## config.mk

```make
export PLATFORM = sky130hd
export DESIGN_NAME = led_mode_ctrl
export DESIGN_NICKNAME = d
export VERILOG_FILES = /design/src/rtl/led_mode_ctrl.sv
export SDC_FILE = /design/constraint.sdc
export NUM_CORES = 1
export LEC_CHECK = 0
export ABC_AREA = 1
export BUFFER_PORTS_ARGS = -buffer_cell sky130_fd_sc_hd__buf_2
export CORE_MARGIN = 3
export CORE_UTILIZATION = 42
export CTS_CLUSTER_SIZE = 20
export DETAILED_ROUTE_END_ITERATION = 12
export PLACE_DENSITY = 0.56
export SYNTH_ARGS = -nofsm -noshare
export SYNTH_HDL_FRONTEND = slang
export SYNTH_SLANG_ARGS = --single-unit
```

## constraint.sdc

```tcl
create_clock -name clk -period 2 [get_ports clk]
set_input_delay 0.2 -clock clk [delete_from_list [all_inputs] [get_ports clk]]
set_output_delay 0.2 -clock clk [all_outputs]
set_load 0.03 [all_outputs]
```

## src/rtl/led_mode_ctrl.sv

```systemverilog
// Front-panel pushbutton stage ahead of LEDGen: synchronises and debounces two
// buttons, toggles the LED enable and steps/clears the pattern mode.
module led_mode_ctrl #(
  parameter int unsigned DEBOUNCE_CYCLES = 1_000_000,
  parameter int unsigned HOLD_CYCLES     = 100_000_000
) (
  input  logic       clk,
  input  logic       reset,
  input  logic       btn_mode_raw,
  input  logic       btn_en_raw,
  output logic       enable,
  output logic [1:0] mode,
  output logic       mode_changed
);

  localparam int unsigned DB_W     = $clog2(DEBOUNCE_CYCLES + 1);
  localparam int unsigned HOLD_W   = $clog2(HOLD_CYCLES + 1);
  localparam int unsigned BTN_MODE = 0;
  localparam int unsigned BTN_EN   = 1;

  localparam logic [DB_W-1:0]   DB_MAX   = DB_W'(DEBOUNCE_CYCLES);
  localparam logic [HOLD_W-1:0] HOLD_MAX = HOLD_W'(HOLD_CYCLES);

  typedef enum logic [1:0] {
    IDLE,
    PRESSED,
    HELD
  } state_e;

  logic [1:0]      raw;
  logic [1:0]      sync1_q;
  logic [1:0]      sync_q;
  logic [1:0]      db_q;
  logic [1:0]      db_d;
  logic [1:0]      db_prev_q;
  logic [DB_W-1:0] cnt_q [2];
  logic [DB_W-1:0] cnt_d [2];

  logic mode_rise;
  logic mode_fall;
  logic en_rise;

  state_e            state_q;
  logic [HOLD_W-1:0] hold_q;
  logic              enable_q;
  logic [1:0]        mode_q;
  logic              mode_changed_q;

  assign raw[BTN_MODE] = btn_mode_raw;
  assign raw[BTN_EN]   = btn_en_raw;

  // The counter counts cycles of disagreement; the level only moves on the
  // cycle after the count has already reached DEBOUNCE_CYCLES.
  always_comb begin
    for (int unsigned i = 0; i < 2; i++) begin
      db_d[i]  = db_q[i];
      cnt_d[i] = '0;
      if (sync_q[i] != db_q[i]) begin
        if (cnt_q[i] == DB_MAX) begin
          db_d[i] = sync_q[i];
        end else begin
          cnt_d[i] = cnt_q[i] + 1'b1;
        end
      end
    end
  end

  always_ff @(posedge clk or negedge reset) begin
    if (!reset) begin
      sync1_q   <= '0;
      sync_q    <= '0;
      db_q      <= '0;
      db_prev_q <= '0;
      cnt_q[0]  <= '0;
      cnt_q[1]  <= '0;
    end else begin
      sync1_q   <= raw;
      sync_q    <= sync1_q;
      db_q      <= db_d;
      db_prev_q <= db_q;
      cnt_q[0]  <= cnt_d[0];
      cnt_q[1]  <= cnt_d[1];
    end
  end

  assign mode_rise = db_q[BTN_MODE] & ~db_prev_q[BTN_MODE];
  assign mode_fall = ~db_q[BTN_MODE] & db_prev_q[BTN_MODE];
  assign en_rise   = db_q[BTN_EN] & ~db_prev_q[BTN_EN];

  always_ff @(posedge clk or negedge reset) begin
    if (!reset) begin
      state_q        <= IDLE;
      hold_q         <= '0;
      enable_q       <= 1'b0;
      mode_q         <= '0;
      mode_changed_q <= 1'b0;
    end else begin
      mode_changed_q <= 1'b0;
      if (en_rise) begin
        enable_q <= ~enable_q;
      end
      case (state_q)
        IDLE: begin
          if (mode_rise) begin
            state_q <= PRESSED;
            hold_q  <= '0;
          end
        end
        PRESSED: begin
          if (mode_fall) begin
            mode_q         <= mode_q + 2'd1;
            mode_changed_q <= 1'b1;
            state_q        <= IDLE;
          end else if (hold_q == HOLD_MAX) begin
            mode_q         <= '0;
            mode_changed_q <= 1'b1;
            state_q        <= HELD;
          end else begin
            hold_q <= hold_q + 1'b1;
          end
        end
        HELD: begin
          if (mode_fall) begin
            state_q <= IDLE;
          end
        end
        default: state_q <= IDLE;
      endcase
    end
  end

  assign enable       = enable_q;
  assign mode         = mode_q;
  assign mode_changed = mode_changed_q;

endmodule

```

==> impl_results.md, run 1 <==
* Via-to-Cell Ratio at between 5 and 6
* Synth cell count leaders: 210 x nand2_1, 143 x nor2_1, 87 x inv_1
* Worst setup path class: flip-flop to flip-flop
* Top-count cell post-synth: nand2_1
* Asr flop ratio synth at 100.0%
* Worst slew margin at between 60 and 70%
* Final period utilization at approximately nine tenths
* Max IR drop VDD at around 0.34 mV
* Clock transition at path regs at around 60 ps
* Max Buffers Root-to-Sink at 2
* Setup TNS at 0 ps
* DIE AREA at 13430 um2
* Post-Synthesis Cells at 742
* CTS tree: yes
* Hold path depth at 0
* Drt initial violations at 245
* R2R Setup Slk at ~180 ps
* Final Hold Viols at 0
* Post-DP Area at 5293 um2
* Ports at 8
* Hold WC Path Type: flip-flop to flip-flop
* Cell area after synthesis at 5071 um2
* GRT met2 Usage at between 30% and 40%
* Synth area leader: dfrtp_1
* DP Wirelength at 8927 um
* Req. time, crit path at 2240 ps
* Register area at 2027 um2
* Fmax at 0.5500 GHz
* DP Cell Count at between 800 and 900
* First-pass GRT wire length at 21110 um
* Final setup vio count at 0
* Num rows at 39
* Fill cell count at about 1.2k
* Total power at around 3.4 mW
* Register area share after synthesis at about two fifths
* Netlist cell types at 28
* Cell Pwr Density at around 610 nW/um2
* Multi-input combinational cell area at between 2000 and 3000 um2
* Tot GR Track Use at about 20%
* Met3 Track Usage GR at under 10%
* Nets at approximately 770
* Outcome: finished, final reports clean
* Crit Path Max Fanout at 6
* DRC at 0
* DR pass1 iterations at 7
* Mean post-synth cell area at between 6 and 7 um2
* Setup crit start kind: flip-flop
* Post-CTS Setup Bufs at 0
* Clock Latency Late Sink at 350 ps
* Die height at about 120 um
* Ys Warns at 0
* Via count at approximately 4.6k
* Post-Syn Nets at 752
* Total wire length at 11990 um
* Ranking of synthesized cells by area: dfrtp_1 40%, nand2_1 16%, nor2_1 11%
* Met1 Use GR at around a quarter
* Initial Util at between 40% and 50%
* Vias in the first global route at between 4k and 5k
* Antenna violations before repair at 0
* Design Area, Final at roughly 5600 um2
* GPL Wtd Cong at between 0.8 and 0.9
* CTS root buffer: clkbuf_16
* Post-DR wirelength/cell at about 13 um
* Layout area overhead at 11.05%
* Worst-case reg-to-reg path depth at 9
* Final ANT Viol Nets at 0
* Clock tree sinks at 81
* Ant diodes at 0
* Die X at around 120 um
* Final Core Density at between 40% and 50%
* Synth Flop Type: dfrtp_1
* Share of layout cells above drive strength 1 at about 8.3%
* Unrepaired setup endpoints after global routing: no
* Final Instance Count excl. Fillers at 910
* Post-synth top area share at ~40%
* Max-Cap Viols at 0
* Slew Limit Fails at 0
* Clock Skew at between 7 and 8 ps
* Worst-Margin Slew at between 500 and 600 ps
* Crit path arrival time at between 2000 and 2500 ps
* Setup crit end kind: flip-flop
* Num CTS Buffers at 9
* Synthesized flop and latch total at a little over 80
* Count of buffers from port buffering at 7
* Final worst path period need at 1818 ps
* GRT overflow at 0
* P_leak at 2.585 nW
* Largest net degree at the start of global routing at 42
* Gr busiest metal: met2
* CTS H-tree lvls at 3
* Core area at about 12000 um2
* Number of flops mapped to enable cells by yosys at 0
==> power breakdown <==
group | switching (mW) | internal (mW) | total [mW]
sequential | 0.0113 | 1.65 | 1.66
combinational | 0.0700 | 0.0325 | 0.103
clock | 0.653 | 0.998 | 1.65
total | 0.734 | 2.68 | 3.42
==> placed cells by master, fill, tap and decap left out, types with 7 or more instances in the layout <==
cell type / Yosys / layout
dfrtp_1: 81 / 81
xor2_1: 19 / 19
nor2_1: 143 / 143
xnor2_1: 8 / 8
clkbuf_16: 0 / 9
buf_4: 1 / 8
inv_1: 87 / 87
nand3_1: 83 / 83
nor3_1: 18 / 18
nand4_1: 21 / 21
nor2_2: 12 / 10
nand2_1: 210 / 210
nand2_2: 7 / 7
a21oi_1: 7 / 7
==> registers in the layout, summed over array words and instances (netlist names) <==
signal	cells
enable	1
sync1_q	2
hold_q	27
state_q	2
db_q	2
cnt_q	40
db_prev_q	2
mode	2
mode_changed	1
sync_q	2
==> routing by layer <==
metal,wire (um),share of wire (%)
met1,5645,47
met2,5751,48
met3,340,2.8
met4,253,2.1
met5,0,0
==> final cells by class <==
class                      instances  area share [%]
tap                              143           3.177
inverter                          94           6.265
clock inverter                     3          0.7110
sequential                        81           35.99
clock buffer                      13           4.443
multi-input combinational        558           46.92
timing repair buffer              18           2.488
==> logic make-up (layout without fill, tap and decap cells) <==
family | after synthesis | count (layout) | share of synthesized area, %
AO/OA/AOI/OAI | 14 | 14 | 1.505
buffers and inverters | 103 | 128 | 8.290
adder cells (fa/ha/maj) | 6 | 6 | 1.480
flip-flops | 81 | 81 | 39.97
AND/OR/NAND/NOR | 511 | 511 | 44.09
XOR/XNOR | 27 | 27 | 4.663
==> final timing paths <==
kind	from	to
setup / recovery	hold_q[0]	mode[0]
hold reg to reg	sync1_q[0]	sync_q[0]
max in group asynchronous	reset	cnt_q[14]
setup reg to reg	hold_q[0]	mode[0]
min in group asynchronous	reset	hold_q[8]
hold / removal	sync1_q[0]	sync_q[0]
==> timing repair <==
| item | 4_1_cts | 5_1_grt |
|---|---|---|
| hold buffers | 3 | 0 |
| resized for setup | 0 | 3 |
| endpoints found under the hold margin | 40 | 0 |
| endpoints found under the setup margin | 0 | 22 |
==> critical path: stages (launching register included) <==
cell     delay [ps]
dfrtp_1         420
inv_1           130
ha_1            220
nand2_1          60
nor2_1          120
nand3_2         120
nor2_1          310
nand2_1         180
nand3_1         100
nand2_1          50
==> stage by stage <==
stage,worst slack (ps),hold WS (ps)
finish,181.7,346.6
global route,30.48,369.2
CTS,133.3,348.4
detailed placement,146.8,226.8
global placement,197.9,222.3
floorplan,465.9,-95.59
No activity file was read; power rests on OpenSTA's default activity.
==> run 2: changes to the inputs <==
--- a/config.mk
+++ b/config.mk
@@ -7,11 +7,13 @@
 export LEC_CHECK = 0
 export ABC_AREA = 1
 export BUFFER_PORTS_ARGS = -buffer_cell sky130_fd_sc_hd__buf_2
+export CELL_PAD_IN_SITES_DETAIL_PLACEMENT = 0
+export CELL_PAD_IN_SITES_GLOBAL_PLACEMENT = 2
 export CORE_MARGIN = 3
-export CORE_UTILIZATION = 42
+export CORE_UTILIZATION = 36
 export CTS_CLUSTER_SIZE = 20
 export DETAILED_ROUTE_END_ITERATION = 12
-export PLACE_DENSITY = 0.56
+export PLACE_DENSITY = 0.78
 export SYNTH_ARGS = -nofsm -noshare
 export SYNTH_HDL_FRONTEND = slang
 export SYNTH_SLANG_ARGS = --single-unit
==> run 2 against run 1 <==
Net effect:
- first-iteration DRC count up 28%
- routed wire length grew 11%
- fmax increased by 1.7%
- flip-flop and latch count did not move
- worst setup slack improved by 30 ps
- via count down 0.77%
- clock skew fell by 1.1 ps
- die area grew 16%
- total power rose by 3.8%
- combinational power is essentially flat
==> impl_results.md, run 2 (synthesis gave the netlist of run 1 again) <==
* Commonest non-fill, non-tap cell in the layout: nand2_1
* First-pass GRT wire length at 23000 um (+9.0%)
* Setup TNS at 0 ps (unchanged)
* Final Core Density at 42.21% (-6.3 points)
* R2R Setup Slk at 210 ps (+30 ps)
* Hold WC Path Type: primary input to asynchronous set/reset pin
* Core area at 13510 um2 (+16%)
* Reg power frac at 46.9% (-1.8 points)
* Post-DR wirelength/cell at 14.14 um (+7.3%)
* Post-CTS Setup Bufs at 0 (unchanged)
* P_leak at 2.601 nW (+0.63%)
* P_sw at 790.0 uW (+7.6%)
* Internal Pwr Total at 2.759 mW (+2.8%)
* Crit-path cells: ha_1, nand2_1, nor2_2, nand2_2, inv_1, nor2_1, nor3_1, nand2_1, nand2_1
* CTS root buffer: clkbuf_16
* GPL Wtd Cong at 0.8450 (-2.4%)
* GRT overflow at 0 (unchanged)
* Top flop regs: cnt_q: 40 flops, hold_q: 27 flops
* Total power at 3.549 mW (+3.8%)
* Final worst slack at 212.1 ps (+30.45 ps)
* Final period utilization at 89.39% (-1.5 points)
* Worst slew margin at 70.41% (+7.7 points)
* DRC at 0 (unchanged)
* Die height at 124.7 um (+7.6%)
* Clock tree sinks at 81 (unchanged)
* Num rows at 42 (+7.7%)
* Initial Util at 37.55% (-6.1 points)
* Crit path arrival time at 2070 ps (+20 ps)
* DIE AREA at 15550 um2 (+16%)
* Most flop-heavy register: cnt_q
* Req. time, crit path at 2280 ps (+40 ps)
* Fmax at 0.5593 GHz (+1.7%)
* Clock transition at path regs at 70 ps (about the same)
* Sw Share at 22.26% (+0.78 points)
* Layout area overhead at 12.41%
* Max FFs per register at 40 (unchanged)
* Tot GR Track Use at 18.11% (-1.5 points)
* Cell Pwr Density at 622.6 nW/um2 (+2.6%)
* Total wire length at 13360 um (+11%)
* Vias in the first global route at 4551 (+2.9%)
* Die X at 124.7 um (+7.6%)
* Outcome: finished, final reports clean
* Crit Path Max Fanout at 6 (unchanged)
* Nets at 774 (+0.26%)
* Leading cell types in the layout, fill and taps excluded: 210 x nand2_1, 143 x nor2_1, 87 x inv_1
* Ports at 8 (unchanged)
* Setup crit end kind: flip-flop
* Slowest stage delay, CP at 430 ps (about the same)
* Ant diodes at 0 (unchanged)
* Pre-CTS setup slack at 105.4 ps (-41.40 ps)
* Drt initial violations at 314 (+28%)
* Via-to-Cell Ratio at 4.803 (-4.4%)
* Worst-Margin Slew at 443.4 ps (-116.6 ps)
* Share of layout cells above drive strength 1 at 8.843% (+0.50 points)
* Unrepaired setup endpoints after global routing: no
* Final setup vio count at 0 (unchanged)
* DR pass1 iterations at 4 (-3)
* Crit path max-delay cell type: dfrtp_1
* DP Wirelength at 9816 um (+10%)
* Critical Path Most Common Cell: nand2_1
* Max-Cap Viols at 0 (unchanged)
* CP Buf/Inv Count at 1 (unchanged)
* Count of buffers from port buffering at 7 (unchanged)
* Comb pwr share at 2.9% (about the same)
* Worst setup path class: flip-flop to flip-flop
* Clock Latency Late Sink at 340 ps (about the same)
* Fill cell count at 1422 (+21%)
* Critical path's top delay family: simple AND/OR/NAND/NOR gates
* Antenna violations before repair at 0 (unchanged)
* Clock Skew at 6.693 ps (-1.091 ps)
* Via count at 4539 (-0.77%)
* CTS tree: yes
* Max IR drop VDD at 0.3958 mV (+15%)
* Setup crit start kind: flip-flop
* Clock share of power at 50.2% (+1.9 points)
* Largest net degree at the start of global routing at 56 (+33%)
* Num CTS Buffers at 9 (unchanged)
* Max Buffers Root-to-Sink at 2 (unchanged)
* Final ANT Viol Nets at 0 (unchanged)
* Slew Limit Fails at 0 (unchanged)
* Final worst path period need at 1788 ps (-30.45 ps)
* Final Hold Viols at 0 (unchanged)
* CTS H-tree lvls at 3 (unchanged)
## run 2: cell count changes in the layout (fill, tap and decap cells not counted), moves of 2 or more
cell,delta
buf_4,+2
clkbuf_1,-2
clkbuf_8,+2
clkinv_2,-2
## run 2: metrics by stage
| step | cells | area, um2 | hold slack [ps] |
|---|---|---|---|
| after floorplan | 742 | 5071 | -95.59 |
| after global placement | 926 | 5349 | 157.8 |
| after detailed placement | 926 | 5349 | 167.9 |
| after CTS | 945 | 5695 | 343.6 |
| after global routing | 945 | 5700 | 351.8 |
| final | 945 | 5700 | 329.6 |
## run 2: power groups by stage
stage	combinational, mW	clock [mW]	sequential, mW
6_report	0.101	1.78	1.66
5_1_grt	0.119	1.92	1.67
4_1_cts	0.107	1.84	1.66
3_5_place_dp	0.102	0	1.69
3_3_place_gp	0.0989	0	1.69
2_1_floorplan	0.0426	0	1.69
## run 2: worst register-to-register path, delay by kind of cell, from the launching register on
kind	cells	cell delay, ps
fa+ha+maj	1	270
buf+inv	1	130
flops	1	430
simple gates	7	900
## run 2: final timing paths
check                            from         to  cells after the start
max                         hold_q[0]  hold_q[8]                      9
min                             reset  cnt_q[10]                      2
max reg2reg                 hold_q[0]  hold_q[8]                      9
min reg2reg                sync1_q[0]  sync_q[0]                      0
max in group asynchronous       reset    mode[0]                      3
min in group clk           sync1_q[0]  sync_q[0]                      0
## run 2: routing by layer
layer | share of wire [%] | GRT usage [%] | up-vias
met4 | 1.3 | 4.255 | 0
met1 | 48 | 24.04 | 2113
met3 | 2.5 | 4.245 | 10
met2 | 48 | 29.96 | 52
li1 | - | - | 2364
met5 | 0 | 0 | -
## run 2: final cells by class
class,count,area [um2],share of cell area (%)
Multi-Input combinational cell,558,2629,46.11
Sequential cell,81,2027,35.56
Inverter,94,352.8,6.190
Clock buffer,13,270.3,4.741
Tap cell,176,220.2,3.863
Timing Repair Buffer,20,155.1,2.722
Clock inverter,3,46.29,0.8121
## run 2: repair_timing
item	4_1_cts	5_1_grt
setup endpoints to repair	0	14
gates resized for setup	0	1
hold buffers	3	0
hold endpoints to repair	28	0
==> run 3: changes to the inputs <==
--- a/config.mk
+++ b/config.mk
@@ -6,7 +6,7 @@
 export NUM_CORES = 1
 export LEC_CHECK = 0
 export ABC_AREA = 1
-export BUFFER_PORTS_ARGS = -buffer_cell sky130_fd_sc_hd__buf_2
+export BUFFER_PORTS_ARGS = -buffer_cell sky130_fd_sc_hd__buf_4
 export CELL_PAD_IN_SITES_DETAIL_PLACEMENT = 0
 export CELL_PAD_IN_SITES_GLOBAL_PLACEMENT = 2
 export CORE_MARGIN = 3
==> run 3 against run 2 <==
Net effect:
- via count is 0.20% lower
- clock skew is 0.81 ps higher
- worst setup slack better by 21 ps
- die area stayed put
- design area is 0.35% higher
- first-iteration DRC count is 4.8% lower
- critical path depth is 1 higher
- flip-flop and latch count stayed put
- combinational power is 4% higher
- cell count is 0.11% higher
- clock-buffer cell count is 2 lower
- critical endpoint is now hold_q[22]
- largest power group unchanged
- highest routed layer unchanged
==> impl_results.md, run 3 (synthesis gave the netlist of run 1 again) <==
* Outcome: finished, final reports clean
* Share of layout cells above drive strength 1 at 9.091% (+0.25 points)
* Design Area, Final at 5720 um2 (+0.35%)
* Req. time, crit path at 2230 ps (-50 ps)
* Clock share of power at 49.6% (-0.6 points)
* Most flop-heavy register: cnt_q
* DP Wirelength at 9543 um (-2.8%)
* Ant diodes at 0 (unchanged)
* Setup TNS at 0 ps (unchanged)
* Cell Pwr Density at 613.2 nW/um2 (-1.5%)
* Total wire length at 12790 um (-4.3%)
* Top flop regs: cnt_q: 40 flops, hold_q: 27 flops
* Hold_sp: sync1_q[0]
* Setup crit end kind: flip-flop
* CP Buf/Inv Count at 0 (-1)
* Vias in the first global route at 4521 (-0.66%)
* Drt initial violations at 299 (-4.8%)
* Hold WC Path Type: flip-flop to flip-flop
* Nets at 775 (+0.13%)
* Worst setup path class: flip-flop to flip-flop
* Reg2reg start: hold_q[0]
* Final worst path period need at 1767 ps (-20.83 ps)
* Critical Path Most Common Cell: nand2_1
* Clock tree sinks at 81 (unchanged)
* Clock transition at path regs at 60 ps (about the same)
* Die X at 124.7 um (unchanged)
* Num rows at 42 (unchanged)
* Commonest non-fill, non-tap cell in the layout: nand2_1
* Core area at 13510 um2 (unchanged)
* Final Hold Viols at 0 (unchanged)
* Antenna violations before repair at 0 (unchanged)
* DIE AREA at 15550 um2 (unchanged)
* Slowest stage delay, CP at 440 ps (about the same)
* CTS root buffer: clkbuf_16
* Max FFs per register at 40 (unchanged)
* Worst slew margin at 62.87% (-7.5 points)
* Via count at 4530 (-0.20%)
* Internal Pwr Total at 2.724 mW (-1.3%)
* Crit Path Max Fanout at 6 (unchanged)
* Layout area overhead at 12.81%
* Crit path arrival time at 2000 ps (-70 ps)
* CTS H-tree lvls at 3 (unchanged)
* Setup crit start kind: flip-flop
* Worst-Margin Slew at 557.0 ps (+113.6 ps)
* Max IR drop VDD at 0.3749 mV (-5.3%)
* Multi-input combinational cell area at 2629 um2 (unchanged)
* Post-DR wirelength/cell at 13.52 um (-4.4%)
* Total power at 3.508 mW (-1.2%)
* Num CTS Buffers at 9 (unchanged)
* CTS tree: yes
* DRC at 0 (unchanged)
* Slew Limit Fails at 0 (unchanged)
* Max Buffers Root-to-Sink at 2 (unchanged)
* Reg power frac at 47.4% (+0.5 points)
* Clock Skew at 7.507 ps (+0.8135 ps)
* Critical Path Source: hold_q[0]
* Crit-path cells: ha_1, nand2_1, nor2_2, nand2_2, nor2_2, nand3_1, nand2_1, nand2_1, nand2_1, nand2_1
* Initial Util at 37.55% (unchanged)
* Register area at 2027 um2 (unchanged)
* Post-DP Area at 5371 um2 (+0.42%)
* Fmax at 0.5659 GHz (+1.2%)
* Largest net degree at the start of global routing at 40 (-29%)
* Tot GR Track Use at 17.21% (-0.90 points)
* DP Cell Count at 927 (+0.11%)
* Max-Cap Viols at 0 (unchanged)
* Via-to-Cell Ratio at 4.789 (-0.30%)
* Critical path's top delay family: simple AND/OR/NAND/NOR gates
* Final ANT Viol Nets at 0 (unchanged)
* GRT overflow at 0 (unchanged)
* Ports at 8 (unchanged)
* Crit path max-delay cell type: dfrtp_1
* Unrepaired setup endpoints after global routing: no
* Final Instance Count excl. Fillers at 946 (+0.11%)
* Final setup vio count at 0 (unchanged)
* DR pass1 iterations at 4 (unchanged)
* Clock Latency Late Sink at 340 ps (about the same)
* P_sw at 783.7 uW (-0.80%)
* Count of buffers from port buffering at 7 (unchanged)
* First-pass GRT wire length at 21800 um (-5.2%)
* GPL Wtd Cong at 0.8310 (-1.7%)
* Comb pwr share at 3.0% (about the same)
* Final period utilization at 88.35% (-1.0 points)
* Sw Share at 22.34% (+0.078 points)
* Fill cell count at 1426 (+0.28%)
* Leading cell types in the layout, fill and taps excluded: 210 x nand2_1, 143 x nor2_1, 87 x inv_1
* Die height at 124.7 um (unchanged)
* P_leak at 2.602 nW (about the same)
* Post-CTS Setup Bufs at 0 (unchanged)
* WHS at 341.3 ps (+11.68 ps)
==> run 3: cell types whose count changed in the layout (fill, tap and decap cells not counted), sizes merged <==
cell and change:
clkinvlp +2, buf +1, clkbuf -2
==> run 3: timing repair <==
action | in CTS | in global routing
setup endpoints to repair | 0 | 13
endpoints found under the hold margin | 38 | 0
gates resized for setup | 0 | 1
hold buffers | 3 | 0
==> run 3: path summary, 6_finish.rpt <==
kind                         endpoint  slack, ps  cells past startpoint
hold reg to reg             sync_q[0]        340                      0
min in group asynchronous   cnt_q[15]        380                      2
max in group asynchronous  hold_q[24]        910                      3
setup / recovery           hold_q[22]        230                     10
hold / removal              sync_q[0]        340                      0
setup reg to reg           hold_q[22]        230                     10
==> run 3: routing by layer <==
metal	vias up	routed length, um	track usage (%)
met4	0	167	4.255
li1	2375	-	-
met3	11	461	4.288
met1	2077	6027	22.00
met2	67	6138	29.20
met5	-	0	0
==> run 3: worst reg2reg max path, cell delays in order, from the launching register on <==
cell     delay [ps]
dfrtp_1         440
ha_1            260
nand2_1         120
nor2_2          220
nand2_2         130
nor2_2          190
nand3_1          90
nand2_1          60
nand2_1          40
nand2_1          50
nand2_1          40
==> run 3: layout make-up <==
class / count / share of cell area [%]
multi-input cells: 558 / 45.95
well taps: 176 / 3.850
flip-flops and latches: 81 / 35.43
repair buffers: 21 / 3.106
inverters: 94 / 6.168
clock inverters: 5 / 1.072
clock buffers: 11 / 4.418
==> run 3: through the flow <==
stage	setup slack [ps]	util, %
after floorplan	465.9	-
after global placement	163.6	39.77
after detailed placement	118.6	39.77
after CTS	98.58	42.32
after global routing	13.32	42.36
final	233.0	42.36
==> run 3: power groups by stage <==
stage	sequential (mW)	clock, mW	combinational [mW]
2_1_floorplan	1.69	0	0.0426
3_3_place_gp	1.69	0	0.104
3_5_place_dp	1.69	0	0.105
4_1_cts	1.66	1.81	0.110
5_1_grt	1.66	1.88	0.123
6_report	1.66	1.74	0.105
